**config.mk**
```make
export PLATFORM = sky130hd
export DESIGN_NAME = fp_div_share_arbiter_flat
export DESIGN_NICKNAME = d
export VERILOG_FILES = /design/src/rtl/fp_div_share_pkg.sv /design/src/rtl/fp_div_share_arbiter_if.sv /design/src/rtl/fp_div_share_arbiter_rr.sv /design/src/rtl/std_fp_div_pipe_32_24_8.sv /design/src/rtl/fp_div_share_arbiter.sv /design/src/flat_wrapper.sv
export SDC_FILE = /design/constraint.sdc
export NUM_CORES = 1
export LEC_CHECK = 0
export CAP_MARGIN = 15
export CORE_ASPECT_RATIO = 1.25
export CORE_MARGIN = 5
export CORE_UTILIZATION = 49
export DETAILED_ROUTE_END_ITERATION = 8
export PLACE_DENSITY = 0.74
export SYNTH_ARGS = -nofsm -noshare
export SYNTH_HDL_FRONTEND = slang
export SYNTH_SLANG_ARGS = --single-unit
```
**constraint.sdc**
```tcl
create_clock -name clk -period 5.3 [get_ports clk]
set_input_delay 1.59 -clock clk [delete_from_list [all_inputs] [get_ports clk]]
set_output_delay 1.59 -clock clk [all_outputs]
set_load 0.03 [all_outputs]
```
**src/rtl/fp_div_share_pkg.sv**
```systemverilog
// Shared types and sizing helpers for the fixed-point divider share arbiter.
package fp_div_share_pkg;

    typedef enum logic [1:0] {IDLE, BUSY, RESP} state_t;

    function automatic int div_latency(input int width, input int frac_width);
        return width + frac_width + 1;
    endfunction

    function automatic int cnt_width(input int max_count);
        return (max_count < 2) ? 1 : $clog2(max_count + 1);
    endfunction

    localparam int DIV_LATENCY = div_latency(32, 8);

endpackage

```
**src/rtl/fp_div_share_arbiter_if.sv**
```systemverilog
// Request/response bundle between the requesters and the divider share arbiter.
interface fp_div_share_arbiter_if #(
    parameter int NUM_REQ = 4,
    parameter int WIDTH   = 32
);
    logic [NUM_REQ-1:0]       req_valid;
    logic [NUM_REQ-1:0]       req_ready;
    logic [NUM_REQ*WIDTH-1:0] req_left;
    logic [NUM_REQ*WIDTH-1:0] req_right;
    logic [NUM_REQ-1:0]       resp_valid;
    logic [NUM_REQ-1:0]       resp_ready;
    logic [WIDTH-1:0]         resp_quotient;
    logic [WIDTH-1:0]         resp_remainder;
    logic                     resp_dbz;
    logic                     resp_timeout;

    modport master (
        output req_valid, req_left, req_right, resp_ready,
        input  req_ready, resp_valid, resp_quotient, resp_remainder, resp_dbz, resp_timeout
    );

    modport slave (
        input  req_valid, req_left, req_right, resp_ready,
        output req_ready, resp_valid, resp_quotient, resp_remainder, resp_dbz, resp_timeout
    );
endinterface

```
**src/rtl/fp_div_share_arbiter_rr.sv**
```systemverilog
// Combinational round-robin picker: first set request at or after ptr, wrapping.
module rr_arbiter #(
    parameter int N  = 4,
    parameter int IW = (N > 1) ? $clog2(N) : 1
) (
    input  logic [N-1:0]  req,
    input  logic [IW-1:0] ptr,
    output logic [N-1:0]  grant,
    output logic [IW-1:0] idx,
    output logic          any
);
    always_comb begin
        int unsigned j;
        grant = '0;
        idx   = '0;
        any   = 1'b0;
        j     = 0;
        for (int unsigned k = 0; k < N; k++) begin
            j = (32'(ptr) + k) % N;
            if (!any && req[j]) begin
                any      = 1'b1;
                grant[j] = 1'b1;
                idx      = IW'(j);
            end
        end
    end
endmodule

```
**src/rtl/std_fp_div_pipe_32_24_8.sv**
```systemverilog
// Iterative restoring fixed-point divider: (left<<FRAC_WIDTH)/right, level-held go, one-cycle done.
module std_fp_div_pipe_32_24_8 #(
    parameter int WIDTH      = 32,
    parameter int FRAC_WIDTH = 8
) (
    input  logic             clk,
    input  logic             reset,
    input  logic             go,
    input  logic [WIDTH-1:0] left,
    input  logic [WIDTH-1:0] right,
    output logic [WIDTH-1:0] out_quotient,
    output logic [WIDTH-1:0] out_remainder,
    output logic             done
);
    localparam int IT = WIDTH + FRAC_WIDTH;
    localparam int CW = $clog2(IT);

    logic             running;
    logic [CW-1:0]    cnt;
    logic [WIDTH-1:0] rem, divisor, rem_n;
    logic [IT-1:0]    dq, dq_n;
    logic [WIDTH:0]   trial;
    logic             fits;

    always_comb begin
        trial = {rem, dq[IT-1]};
        fits  = trial >= {1'b0, divisor};
        rem_n = fits ? WIDTH'(trial - {1'b0, divisor}) : trial[WIDTH-1:0];
        dq_n  = {dq[IT-2:0], fits};
    end

    // Outputs only change on completion, so the result survives go dropping afterwards.
    always_ff @(posedge clk) begin
        if (reset) begin
            running       <= 1'b0;
            cnt           <= '0;
            rem           <= '0;
            divisor       <= '0;
            dq            <= '0;
            out_quotient  <= '0;
            out_remainder <= '0;
            done          <= 1'b0;
        end else begin
            done <= 1'b0;
            if (!running) begin
                if (go) begin
                    if (left == '0) begin
                        out_quotient  <= '0;
                        out_remainder <= '0;
                        done          <= 1'b1;
                    end else begin
                        dq      <= {left, {FRAC_WIDTH{1'b0}}};
                        rem     <= '0;
                        divisor <= right;
                        cnt     <= '0;
                        running <= 1'b1;
                    end
                end
            end else if (!go) begin
                running <= 1'b0;
            end else begin
                rem <= rem_n;
                dq  <= dq_n;
                cnt <= cnt + 1'b1;
                if (cnt == CW'(IT - 1)) begin
                    running       <= 1'b0;
                    done          <= 1'b1;
                    out_quotient  <= dq_n[WIDTH-1:0];
                    out_remainder <= rem_n;
                end
            end
        end
    end
endmodule

```
**src/rtl/fp_div_share_arbiter.sv**
```systemverilog
// Round-robin share of one fixed-point divider among NUM_REQ requesters, one op outstanding.
module fp_div_share_arbiter
    import fp_div_share_pkg::*;
#(
    parameter int NUM_REQ    = 4,
    parameter int WIDTH      = 32,
    parameter int FRAC_WIDTH = 8,
    parameter int TIMEOUT    = 63
) (
    input  logic clk,
    input  logic reset,
    fp_div_share_arbiter_if.slave bus
);
    localparam int IW = (NUM_REQ > 1) ? $clog2(NUM_REQ) : 1;
    localparam int CW = cnt_width(TIMEOUT);

    state_t             state, nstate;
    logic [IW-1:0]      ptr, owner, g_idx;
    logic [NUM_REQ-1:0] grant;
    logic               g_any, take, timeout_hit, div_go, div_done;
    logic [WIDTH-1:0]   left_q, right_q, div_q, div_r, quo_q, rem_q, sel_left, sel_right;
    logic               dbz_q, to_q;
    logic [CW-1:0]      busy_cnt;

    rr_arbiter #(.N(NUM_REQ), .IW(IW)) u_rr (
        .req   (bus.req_valid),
        .ptr   (ptr),
        .grant (grant),
        .idx   (g_idx),
        .any   (g_any)
    );

    std_fp_div_pipe_32_24_8 #(.WIDTH(WIDTH), .FRAC_WIDTH(FRAC_WIDTH)) u_div (
        .clk           (clk),
        .reset         (reset),
        .go            (div_go),
        .left          (left_q),
        .right         (right_q),
        .out_quotient  (div_q),
        .out_remainder (div_r),
        .done          (div_done)
    );

    assign sel_left    = bus.req_left[int'(g_idx) * WIDTH +: WIDTH];
    assign sel_right   = bus.req_right[int'(g_idx) * WIDTH +: WIDTH];
    assign timeout_hit = busy_cnt >= CW'(TIMEOUT);

    always_ff @(posedge clk) begin
        if (reset) state <= IDLE;
        else       state <= nstate;
    end

    // Go is released in the done cycle so the divider neither restarts nor clears its result.
    always_comb begin
        nstate         = state;
        div_go         = 1'b0;
        take           = 1'b0;
        bus.req_ready  = '0;
        bus.resp_valid = '0;
        case (state)
            IDLE: begin
                if (!reset && g_any) begin
                    bus.req_ready = grant;
                    take          = 1'b1;
                    nstate        = BUSY;
                end
            end
            BUSY: begin
                div_go = !div_done && !timeout_hit;
                if (div_done || timeout_hit) nstate = RESP;
            end
            RESP: begin
                bus.resp_valid[owner] = 1'b1;
                if (bus.resp_ready[owner]) nstate = IDLE;
            end
            default: nstate = IDLE;
        endcase
    end

    always_ff @(posedge clk) begin
        if (reset) begin
            ptr      <= '0;
            owner    <= '0;
            left_q   <= '0;
            right_q  <= '0;
            dbz_q    <= 1'b0;
            quo_q    <= '0;
            rem_q    <= '0;
            to_q     <= 1'b0;
            busy_cnt <= '0;
        end else begin
            case (state)
                IDLE: begin
                    if (take) begin
                        left_q   <= sel_left;
                        right_q  <= sel_right;
                        dbz_q    <= (sel_right == '0);
                        owner    <= g_idx;
                        ptr      <= (g_idx == IW'(NUM_REQ - 1)) ? '0 : g_idx + 1'b1;
                        busy_cnt <= '0;
                    end
                end
                BUSY: begin
                    busy_cnt <= busy_cnt + 1'b1;
                    if (div_done) begin
                        quo_q <= div_q;
                        rem_q <= div_r;
                        to_q  <= 1'b0;
                    end else if (timeout_hit) begin
                        quo_q <= '0;
                        rem_q <= '0;
                        to_q  <= 1'b1;
                    end
                end
                default: ;
            endcase
        end
    end

    assign bus.resp_quotient  = quo_q;
    assign bus.resp_remainder = rem_q;
    assign bus.resp_dbz       = dbz_q;
    assign bus.resp_timeout   = to_q;
endmodule

```
**src/flat_wrapper.sv**
```systemverilog
// flat-port wrapper written by rule: the top's interface ports become plain ports
module fp_div_share_arbiter_flat import fp_div_share_pkg::*;
#(
    parameter int NUM_REQ    = 4,
    parameter int WIDTH      = 32,
    parameter int FRAC_WIDTH = 8,
    parameter int TIMEOUT    = 63
)
  (clk, reset, bus_req_valid, bus_req_left, bus_req_right, bus_resp_ready, bus_req_ready, bus_resp_valid, bus_resp_quotient, bus_resp_remainder, bus_resp_dbz, bus_resp_timeout);
  fp_div_share_arbiter_if #(.NUM_REQ(NUM_REQ), .WIDTH(WIDTH)) bus_i ();
  input  logic clk;
  input  logic reset;
  input wire logic [$bits(bus_i.req_valid)-1:0] bus_req_valid;
  input wire logic [$bits(bus_i.req_left)-1:0] bus_req_left;
  input wire logic [$bits(bus_i.req_right)-1:0] bus_req_right;
  input wire logic [$bits(bus_i.resp_ready)-1:0] bus_resp_ready;
  output wire logic [$bits(bus_i.req_ready)-1:0] bus_req_ready;
  output wire logic [$bits(bus_i.resp_valid)-1:0] bus_resp_valid;
  output wire logic [$bits(bus_i.resp_quotient)-1:0] bus_resp_quotient;
  output wire logic [$bits(bus_i.resp_remainder)-1:0] bus_resp_remainder;
  output wire logic [$bits(bus_i.resp_dbz)-1:0] bus_resp_dbz;
  output wire logic [$bits(bus_i.resp_timeout)-1:0] bus_resp_timeout;
  assign bus_i.req_valid = bus_req_valid;
  assign bus_i.req_left = bus_req_left;
  assign bus_i.req_right = bus_req_right;
  assign bus_i.resp_ready = bus_resp_ready;
  assign bus_req_ready = bus_i.req_ready;
  assign bus_resp_valid = bus_i.resp_valid;
  assign bus_resp_quotient = bus_i.resp_quotient;
  assign bus_resp_remainder = bus_i.resp_remainder;
  assign bus_resp_dbz = bus_i.resp_dbz;
  assign bus_resp_timeout = bus_i.resp_timeout;
  fp_div_share_arbiter #(.NUM_REQ(NUM_REQ), .WIDTH(WIDTH), .FRAC_WIDTH(FRAC_WIDTH), .TIMEOUT(TIMEOUT)) u_core (.clk(clk), .reset(reset), .bus(bus_i));
endmodule
```
==> results.yml, run 1 <==
outcome:
  outcome: "finished, final reports clean"
sta:
  timing.final.crit_share_pct: 97.7
  rsz0062_at_grt: "false"
  fin_crit_ps: 5180
  finalHoldViolations: 0
  fin_setup_tns_ps: 0
  worst_slack_ps: 120
  setup_viol: 0
  fmax_mhz: 193
  finClkSkew_ps: 13.8
  tightestPinTransition_ps: 1070
  slew_violations: 0
  whs_ps: 456
  maxSlewHeadroom_pct: 28.2
logic_synthesis:
  synth_warnings: 0
  synth_cell_types: 67
  syn_area_sq_mm: 0.0157
  ys.flop_type: "dfxtp_1"
  synth_top_area_cell: "dfxtp_1"
  synth_mux_area_share_pct: 11.0
  synth_nets: 2172
  synth_compound_area_share_pct: 17.4
  synth_edf_count: 0
  synthTopCellsByCount: "318 x dfxtp_1, 265 x nand2_1, 263 x nor2_1"
  synth_top_family_by_area: "simple AND/OR/NAND/NOR gates"
  synthArstFlopShare_pct: 0
  synth_area_leaders: "dfxtp_1 41%, nand2_1 6.3%, nor2_1 6.3%"
  yosysMostFrequentCell: "dfxtp_1"
  netlist_instances: 1864
  ys_ff_latch: 318
  yosys.area_share.simple_pct: 21.3
  avgSynthCellArea_sq_um: 8.41
  synth_xor_xnor_area_share_pct: 1.73
  synth_adder_area_share_pct: 3.40
  synth_top_area_share_pct: 40.6
  ys_seq_area_share_pct: 40.6
finish:
  final_area_sq_mm: 0.0204
  fillers: 2746
  utilization_pct: 64.2
  syn2layout_area_growth_pct: 29.8
  nNetsFinal: 2432
  drive_gt1_share_pct: 6.16
  fin_cells: 2560
placed_design:
  globalplace.congestion: 0.971
  io_buffer_count: 339
  placed_area_sq_mm: 0.0193
  pre_cts_ws_ps: 27.4
  dp_cells: 2502
  hpwlAfterDp_um: 37500
worst_hold_path:
  hp-class: "reg -> reg"
power_and_ir_drop:
  p_per_area_mw_per_mm2: 431
  total_power_mw: 8.78
  p_leak_nw: 7.91
  vdd_drop_max_uv: 311
global_route:
  grt_max_degree: 229
  grt_usage_pct: 26.7
  overflow: 0
  antenna_found_initial: 6
  grt_pass1_vias: 14200
  grt_pass1_wl_um: 76900
clock_tree:
  cts_max_path_buffers: 3
  clock_sinks: 318
  path_clk_slew_ps: 60
  cts_setup_buffers: 0
  cts_root_buf: "clkbuf_16"
  clk_latency_ps: 580
  htreeDepth: 1
  numCtsBuffers: 31
  cts_tree: "done"
critical_path:
  critPathMaxFanout: 7
  crit_chain: "clkdlybuf4s50_1 > mux4_2 > nor3_4 > a221oi_1 > nor2_1 > buf_12"
  max_stage_delay_ps: 650
  critPathCaptureType: "primary output"
  critPathLaunchType: "input port"
  critPathKind: "in -> out"
  crit_required_ps: 3710
  cpLargestDelayFamily: "buffers and inverters"
  r2r_setup_slack_ps: 1040
  slowest_stage: "mux4_2"
  critPathBufInv: 2
  worstPathArrival_ps: 3590
floorplan:
  die_y_um: 210
  ios: 340
  initial_core_util_pct: 49.5
  die_x_um: 170
  die_area_sq_mm: 0.0357
  fp-row-count: 73
  core_sq_mm: 0.0317
route:
  first_pass_iters: 5
  post_drt_wl_per_cell_um: 19.3
  viasPerCell: 5.67
  ant_nets: 0
  drt_iter0_markers: 1064
  vias: 14500
  drc: 0
  totalWireLength_um: 49400
job:
  drv_cap: 0
-- area by class of cell --
class	count	area (sq um)	area share [%]
Multi-Input combinational cell	1367	8660	42.5
Sequential cell	318	6370	31.3
Timing Repair Buffer	363	3630	17.8
Clock buffer	44	915	4.49
Tap cell	412	515	2.53
Inverter	43	161	0.793
Clock inverter	9	98.8	0.486
Antenna cell	4	10.0	0.0492
-- registers in the layout (all words and copies together) (netlist names), 6 cells and up --
register	flops
u_core.left_q	32
u_core.u_div.divisor	32
u_core.u_div.dq	40
u_core.u_div.out_quotient	32
u_core.busy_cnt	6
u_core.right_q	32
u_core.u_div.rem	32
u_core.bus.resp_quotient	32
u_core.u_div.out_remainder	32
u_core.u_div.cnt	6
u_core.bus.resp_remainder	32
-- layout by cell type, fill, tap and decap left out, types with 23 or more instances in the layout --
cell	n
nand3b_1	60
a211oi_1	38
mux4_2	34
dfxtp_1	317
inv_1	43
o21ai_0	130
buf_4	23
a32oi_1	23
nand3_1	55
clkbuf_16	31
ha_1	41
clkdlybuf4s50_1	334
nor2_1	262
nand2_1	264
a22oi_1	85
a21oi_1	82
mux2i_1	90
-- worst min-delay path: cells and delay by family, from the launching register on --
family / cells / cell delay, ps
flip-flops: 1 / 330
AO/OA/AOI/OAI: 1 / 50
AND/OR/NAND/NOR: 1 / 40
-- logic make-up after synthesis --
logic type	after synthesis
xor gates and xnor gates	31
and+or+nand+nor	738
adders and majority gates	42
AOI/OAI and AO/OA	428
DFF	318
muxes	128
buffers and inverters	179
-- per-layer routing --
layer | GRT usage, % | part of all wire (%)
met1 | 31.4 | 39
met2 | 46.4 | 49
met3 | 5.68 | 7.0
met4 | 12.3 | 4.9
met5 | 0 | 0.055
-- report_power, final --
part           switching [mW]  internal, mW  total (mW)
clock network           0.938          1.25        2.19
logic                    2.03          1.58        3.61
registers               0.286          2.69        2.98
total                    3.25          5.52        8.78
-- path summary, 6_finish.rpt --
check | start | to | cells after the start
max | bus_req_valid[2] | bus_req_ready[0] | 6
max reg2reg | u_core.ptr[1]$_SDFFE_PP0P_ | u_core.bus.resp_dbz$_SDFFE_PP0P_ | 11
min | u_core.u_div.out_remainder[9]$_SDFFE_PP0P_ | u_core.u_div.out_remainder[9]$_SDFFE_PP0P_ | 2
min reg2reg | u_core.u_div.out_remainder[9]$_SDFFE_PP0P_ | u_core.u_div.out_remainder[9]$_SDFFE_PP0P_ | 2
-- timing repair --
action	CTS	global route
gates resized for setup	0	1
hold buffers	0	0
endpoints found under the setup margin	0	4
Note: power is estimated with default switching activity, not from simulation.
==> run 2: changes to the inputs <==
--- a/config.mk
+++ b/config.mk
@@ -7,2 +7,3 @@
 export LEC_CHECK = 0
+export ABC_AREA = 1
 export CAP_MARGIN = 15
@@ -12,3 +13,3 @@
 export DETAILED_ROUTE_END_ITERATION = 8
-export PLACE_DENSITY = 0.74
+export PLACE_DENSITY = 0.73
 export SYNTH_ARGS = -nofsm -noshare
==> constraint.sdc (replaced) <==
create_clock -name clk -period 5.3 [get_ports clk]
set_input_delay 0.795 -clock clk [delete_from_list [all_inputs] [get_ports clk]]
set_output_delay 0.795 -clock clk [all_outputs]
set_load 0.03 [all_outputs]
==> results.yml, run 2 <==
critical_path:
  slowest_stage: "dfxtp_1"
  critPathBufInv: 5
  crit_chain: "inv_6 > ha_1 > inv_1 > nand3_1 > nand2_2 > inv_1 > nand3_2 > nand2_1 > nor3_4 > nand2_1 > inv_1 > clkdlybuf4s50_1"
  max_stage_delay_ps: 710
  crit_required_ps: 4510
  critPathLaunchType: "flop"
  cpLargestDelayFamily: "simple AND/OR/NAND/NOR gates"
  critPathCaptureType: "primary output"
  cp_common_cell: "inv_1"
  worstPathArrival_ps: 4060
  critPathMaxFanout: 22
  critPathKind: "reg -> out"
route:
  drt_iter0_markers: 1390
  viasPerCell: 5.59
  totalWireLength_um: 53800
  top_layer: "met5"
  met3_length_um: 4070
  vias: 17100
  drc: 0
  first_pass_iters: 5
  post_drt_wl_per_cell_um: 17.6
  ant_nets: 0
  wl_met1_um: 21700
  met2WireLength_um: 26500
placed_design:
  io_buffer_count: 339
  hpwlAfterDp_um: 40000
  pre_cts_ws_ps: 836
  globalplace.congestion: 1.02
floorplan:
  fp-row-count: 74
  core_sq_mm: 0.0328
  ios: 340
  die_x_um: 173
  initial_core_util_pct: 49.7
  die_area_sq_mm: 0.0370
  die_y_um: 214
logic_synthesis:
  synth_compound_area_share_pct: 20.0
  yosysMostFrequentCell: "nand2_1"
  ys.flop_type: "dfxtp_1"
  synth_cell_types: 50
  synth_mux_area_share_pct: 0
  ys_seq_area_share_pct: 39.0
  synth_area_leaders: "dfxtp_1 39%, nand2_1 15%, a21oi_1 7.9%"
  avgSynthCellArea_sq_um: 6.87
  synth_warnings: 0
  ys_ff_latch: 318
  synth_adder_area_share_pct: 3.27
  synthTopCellsByCount: "639 x nand2_1, 318 x dfxtp_1, 257 x a21oi_1"
  synth_xor_xnor_area_share_pct: 1.18
  netlist_instances: 2374
  yosys.area_share.simple_pct: 28.2
  synth_edf_count: 0
  synthArstFlopShare_pct: 0
  synth_nets: 2682
  syn_area_sq_mm: 0.0163
  synth_top_family_by_area: "simple AND/OR/NAND/NOR gates"
  synth_top_area_share_pct: 39.0
  synth_top_area_cell: "dfxtp_1"
clock_tree:
  clk_latency_ps: 580
  cts_root_buf: "clkbuf_16"
  htreeDepth: 1
  cts_setup_buffers: 0
  clock_sinks: 318
  cts_tree: "done"
  cts_resized: 0
  numCtsBuffers: 31
  path_clk_slew_ps: 60
  cts_max_path_buffers: 3
  cts_hold_buffers: 0
outcome:
  outcome: "finished, final reports clean"
sta:
  maxSlewHeadroom_pct: 28.8
  worst_slack_ps: 444
  finalHoldViolations: 0
  slew_violations: 0
  timing.final.crit_share_pct: 91.6
  setup_viol: 0
  rsz0062_at_grt: "false"
  fin_setup_tns_ps: 0
  fin_crit_ps: 4860
  fmax_mhz: 206
  finClkSkew_ps: 8.52
  tightestPinTransition_ps: 1070
global_route:
  antenna_found_initial: 5
  grt_usage_pct: 27.6
  overflow: 0
  grt_max_degree: 109
  grt_pass1_vias: 16400
  grt_pass1_wl_um: 86000
power_and_ir_drop:
  vdd_drop_max_uv: 411
  p_leak_nw: 8.51
  switching_share_pct: 45.7
  switchingPower_mw: 5.07
  p_int_mw: 6.01
  pwr-share-seq_pct: 26.9
  clockPowerShare_pct: 21.8
  comb_power_share_pct: 51.4
  p_per_area_mw_per_mm2: 530
worst_hold_path:
  hp-class: "reg -> reg"
finish:
  layout_common_cells: "638 x nand2_1, 338 x clkdlybuf4s50_1, 317 x dfxtp_1, 256 x a21oi_1, 217 x nand3_1"
  nNetsFinal: 2918
  fillers: 3022
  largest_reg_flops: 40
  syn2layout_area_growth_pct: 28.3
  drive_gt1_share_pct: 4.41
  final_common_cell: "nand2_1"
  top_register: "u_core.u_div.dq"
job:
  drv_cap: 0
[run 2: worst register-to-register path, cell delays in order, from the launching register on]
cell,delay [ps]
dfxtp_1,710
inv_6,120
ha_1,400
nand3_1,170
nand2_2,130
nor2_8,140
nand3_2,380
nand3_4,240
buf_4,570
buf_4,590
or2_0,180
o211ai_1,120
nand2_1,110
nor2_1,50
nand2_1,50
nor2_1,30
nand2_1,60
a21oi_1,60
[run 2: area by class of cell]
type	count	area, sq um	area share [%]
clock inverter	15	248	1.18
clock buffer	41	893	4.27
tap	418	523	2.50
timing repair buffer	363	3610	17.3
antenna	4	10.0	0.0479
multi-input combinational	1723	8600	41.1
inverter	173	658	3.15
sequential	318	6370	30.4
[run 2: stage by stage]
stage	cells	hold WS [ps]	utilization, %	cell area [sq um]	power (mW)
after floorplan	2374	428	-	16300	7.18
after global placement	2992	449	60.1	19700	8.53
after detailed placement	2992	446	60.1	19700	8.63
after CTS	3048	457	63.6	20800	11.1
after global routing	3055	473	63.8	20900	11.9
final	3055	455	63.8	20900	11.1
[run 2: worst paths after layout]
path | startpoint | to | slack [ps] | cells after the start
setup / recovery | u_core.ptr[0]$_SDFFE_PP0P_ | bus_req_ready[3] | 440 | 12
hold / removal | u_core.u_div.divisor[0]$_SDFFE_PP0P_ | u_core.u_div.divisor[0]$_SDFFE_PP0P_ | 460 | 2
setup reg to reg | u_core.ptr[0]$_SDFFE_PP0P_ | u_core.bus.resp_dbz$_SDFFE_PP0P_ | 1030 | 17
hold reg to reg | u_core.u_div.divisor[0]$_SDFFE_PP0P_ | u_core.u_div.divisor[0]$_SDFFE_PP0P_ | 460 | 2
[run 2: kinds of logic after synthesis]
| kind of cell | count (synthesis) |
|---|---|
| AOI/OAI and AO/OA | 589 |
| xor gates and xnor gates | 22 |
| adders and majority gates | 42 |
| buffers and inverters | 333 |
| DFF | 318 |
| and+or+nand+nor | 1070 |
[run 2: power groups by stage]
stage | logic (mW) | clock network [mW] | registers (mW)
3_3_place_gp | 5.52 | 0 | 3.01
5_1_grt | 6.38 | 2.55 | 3.01
4_1_cts | 5.63 | 2.45 | 2.97
2_1_floorplan | 4.25 | 0 | 2.93
3_5_place_dp | 5.60 | 0 | 3.02
6_report | 5.69 | 2.41 | 2.98
[run 2: per-layer routing]
metal | vias up | global-route usage (%)
li1 | 8486 | -
met1 | 7855 | 34.4
met2 | 656 | 49.1
met3 | 85 | 4.44
met4 | 2 | 8.14
met5 | - | 0
==> run 3: changes to the inputs <==
- CORE_MARGIN: 5 -> 4
==> results.yml, run 3 (synthesis gave the netlist of run 2 again) <==
worst_hold_path:
  holdPathEnd: "u_core.bus.resp_quotient[26]$_SDFFE_PP0P_"
  worstHoldPathCells: 2
  hold_start: "u_core.u_div.out_quotient[26]$_SDFFE_PP0P_"
  hp-class: "reg -> reg"
route:
  post_drt_wl_per_cell_um: 17.8
  drt_iter0_markers: 1342
  vias: 17000
  viasPerCell: 5.58
  totalWireLength_um: 54300
  first_pass_iters: 5
  ant_nets: 0
  drc: 0
critical_path:
  worstPathArrival_ps: 3780
  critPathMaxFanout: 22
  critPathKind: "reg -> out"
  r2r_setup_slack_ps: 960
  timing.rr.end: "u_core.bus.resp_dbz$_SDFFE_PP0P_"
  critPathLaunchType: "flop"
  reg2reg_from: "u_core.ptr[1]$_SDFFE_PP0P_"
  r2r_cells: 18
  critPathCaptureType: "primary output"
  crit_required_ps: 4510
floorplan:
  initial_core_util_pct: 49.7
  die_area_sq_mm: 0.0363
  ios: 340
  fp-row-count: 74
  die_x_um: 171
  die_y_um: 212
  core_sq_mm: 0.0328
clock_tree:
  cts_resized: 0
  clock_sinks: 318
  cts_tree: "done"
  cts_max_path_buffers: 3
  numCtsBuffers: 31
  path_clk_slew_ps: 70
  cts_hold_buffers: 0
  clk_latency_ps: 590
  cts_root_buf: "clkbuf_16"
  cts_setup_buffers: 0
  htreeDepth: 1
finish:
  utilization_pct: 63.4
  layout_common_cells: "638 x nand2_1, 338 x clkdlybuf4s50_1, 317 x dfxtp_1, 256 x a21oi_1, 217 x nand3_1"
  final_area_sq_mm: 0.0208
  syn2layout_area_growth_pct: 27.5
  final_common_cell: "nand2_1"
  nNetsFinal: 2917
  top_register: "u_core.u_div.dq"
  fillers: 2986
  largest_reg_flops: 40
  fin_cells: 3049
  drive_gt1_share_pct: 4.14
placed_design:
  dp_cells: 2993
  globalplace.congestion: 0.940
  placed_area_sq_mm: 0.0197
  io_buffer_count: 339
  hpwlAfterDp_um: 40400
sta:
  timing.final.crit_share_pct: 86.4
  tightestPinTransition_ps: 1120
  maxSlewHeadroom_pct: 25.4
  whs_ps: 458
  fmax_mhz: 218
  fin_setup_tns_ps: 0
  fin_crit_ps: 4580
  finClkSkew_ps: 11.7
  setup_viol: 0
  rsz0062_at_grt: "false"
  finalHoldViolations: 0
  slew_violations: 0
power_and_ir_drop:
  p_leak_nw: 8.44
  vdd_drop_max_uv: 521
  p_per_area_mw_per_mm2: 524
global_route:
  grt_pass1_vias: 16400
  overflow: 0
  grt_pass1_wl_um: 86100
  grt_max_degree: 110
  antenna_found_initial: 2
  grt_usage_pct: 29.1
outcome:
  outcome: "finished, final reports clean"
job:
  drv_cap: 0
## run 3: changes by cell type in the layout (fill, tap and decap cells not counted), moves of 2 or more
cell / previous run / this run
inv_6: 2 / 5
clkinv_2: 7 / 2
bufinv_16: 6 / 2
clkinvlp_4: 0 / 2
diode_2: 4 / 1
clkbuf_1: 2 / 6
## run 3: per-layer routing
layer	vias up	track usage (%)	routed length, um	part of all wire, %
met4	2	8.09	1380	2.5
met5	-	0	13	0.024
met1	7864	36.8	22300	41
li1	8486	-	-	-
met2	581	51.6	27200	50
met3	87	4.20	3310	6.1
## run 3: stage by stage
step           setup WS, ps  total power, mW
2_1_floorplan          2190             7.18
3_3_place_gp            938             8.59
3_5_place_dp            806             8.65
4_1_cts                 729             10.9
5_1_grt                 465             11.8
6_report                723             10.9
## run 3: area by class of cell
| class | instances | area, sq um | share of cell area (%) |
|---|---|---|---|
| clock buffers | 44 | 895 | 4.30 |
| repair buffers | 362 | 3590 | 17.3 |
| multi-input cells | 1723 | 8610 | 41.4 |
| clock inverters | 10 | 135 | 0.650 |
| inverters | 173 | 658 | 3.17 |
| well taps | 418 | 523 | 2.52 |
| flip-flops and latches | 318 | 6370 | 30.6 |
| diodes | 1 | 2.50 | 0.0120 |
## run 3: power by group
group	leakage [nW]	switching (mW)	total, mW	internal (mW)
registers	2.59	0.222	2.97	2.75
clock network	0.500	0.953	2.23	1.28
logic	5.34	3.90	5.67	1.78
total	8.44	5.07	10.9	5.81
## run 3: worst max-delay path, cell delays in order (launching register included)
cell	delay, ps
dfxtp_1	610
inv_2	160
ha_1	370
inv_1	120
nand3_1	100
nand2_2	150
inv_1	70
nand3_2	320
nand2_1	180
nor3_4	260
nand2_1	120
inv_1	70
clkdlybuf4s50_1	670
## run 3: worst max path at each step
stage / startpoint / end / slack, ps / depth (start not counted)
floorplan: u_core.ptr[0]$_SDFFE_PP0P_ / bus_req_ready[3] / 2190 / 13
global placement: bus_req_valid[3] / u_core.bus.resp_dbz$_SDFFE_PP0P_ / 940 / 19
detailed placement: bus_req_valid[3] / u_core.bus.resp_dbz$_SDFFE_PP0P_ / 810 / 19
CTS: u_core.ptr[1]$_SDFFE_PP0P_ / bus_req_ready[3] / 730 / 12
global route: u_core.ptr[1]$_SDFFE_PP0P_ / u_core.bus.resp_dbz$_SDFFE_PP0P_ / 470 / 18
finish: u_core.ptr[1]$_SDFFE_PP0P_ / bus_req_ready[3] / 720 / 12
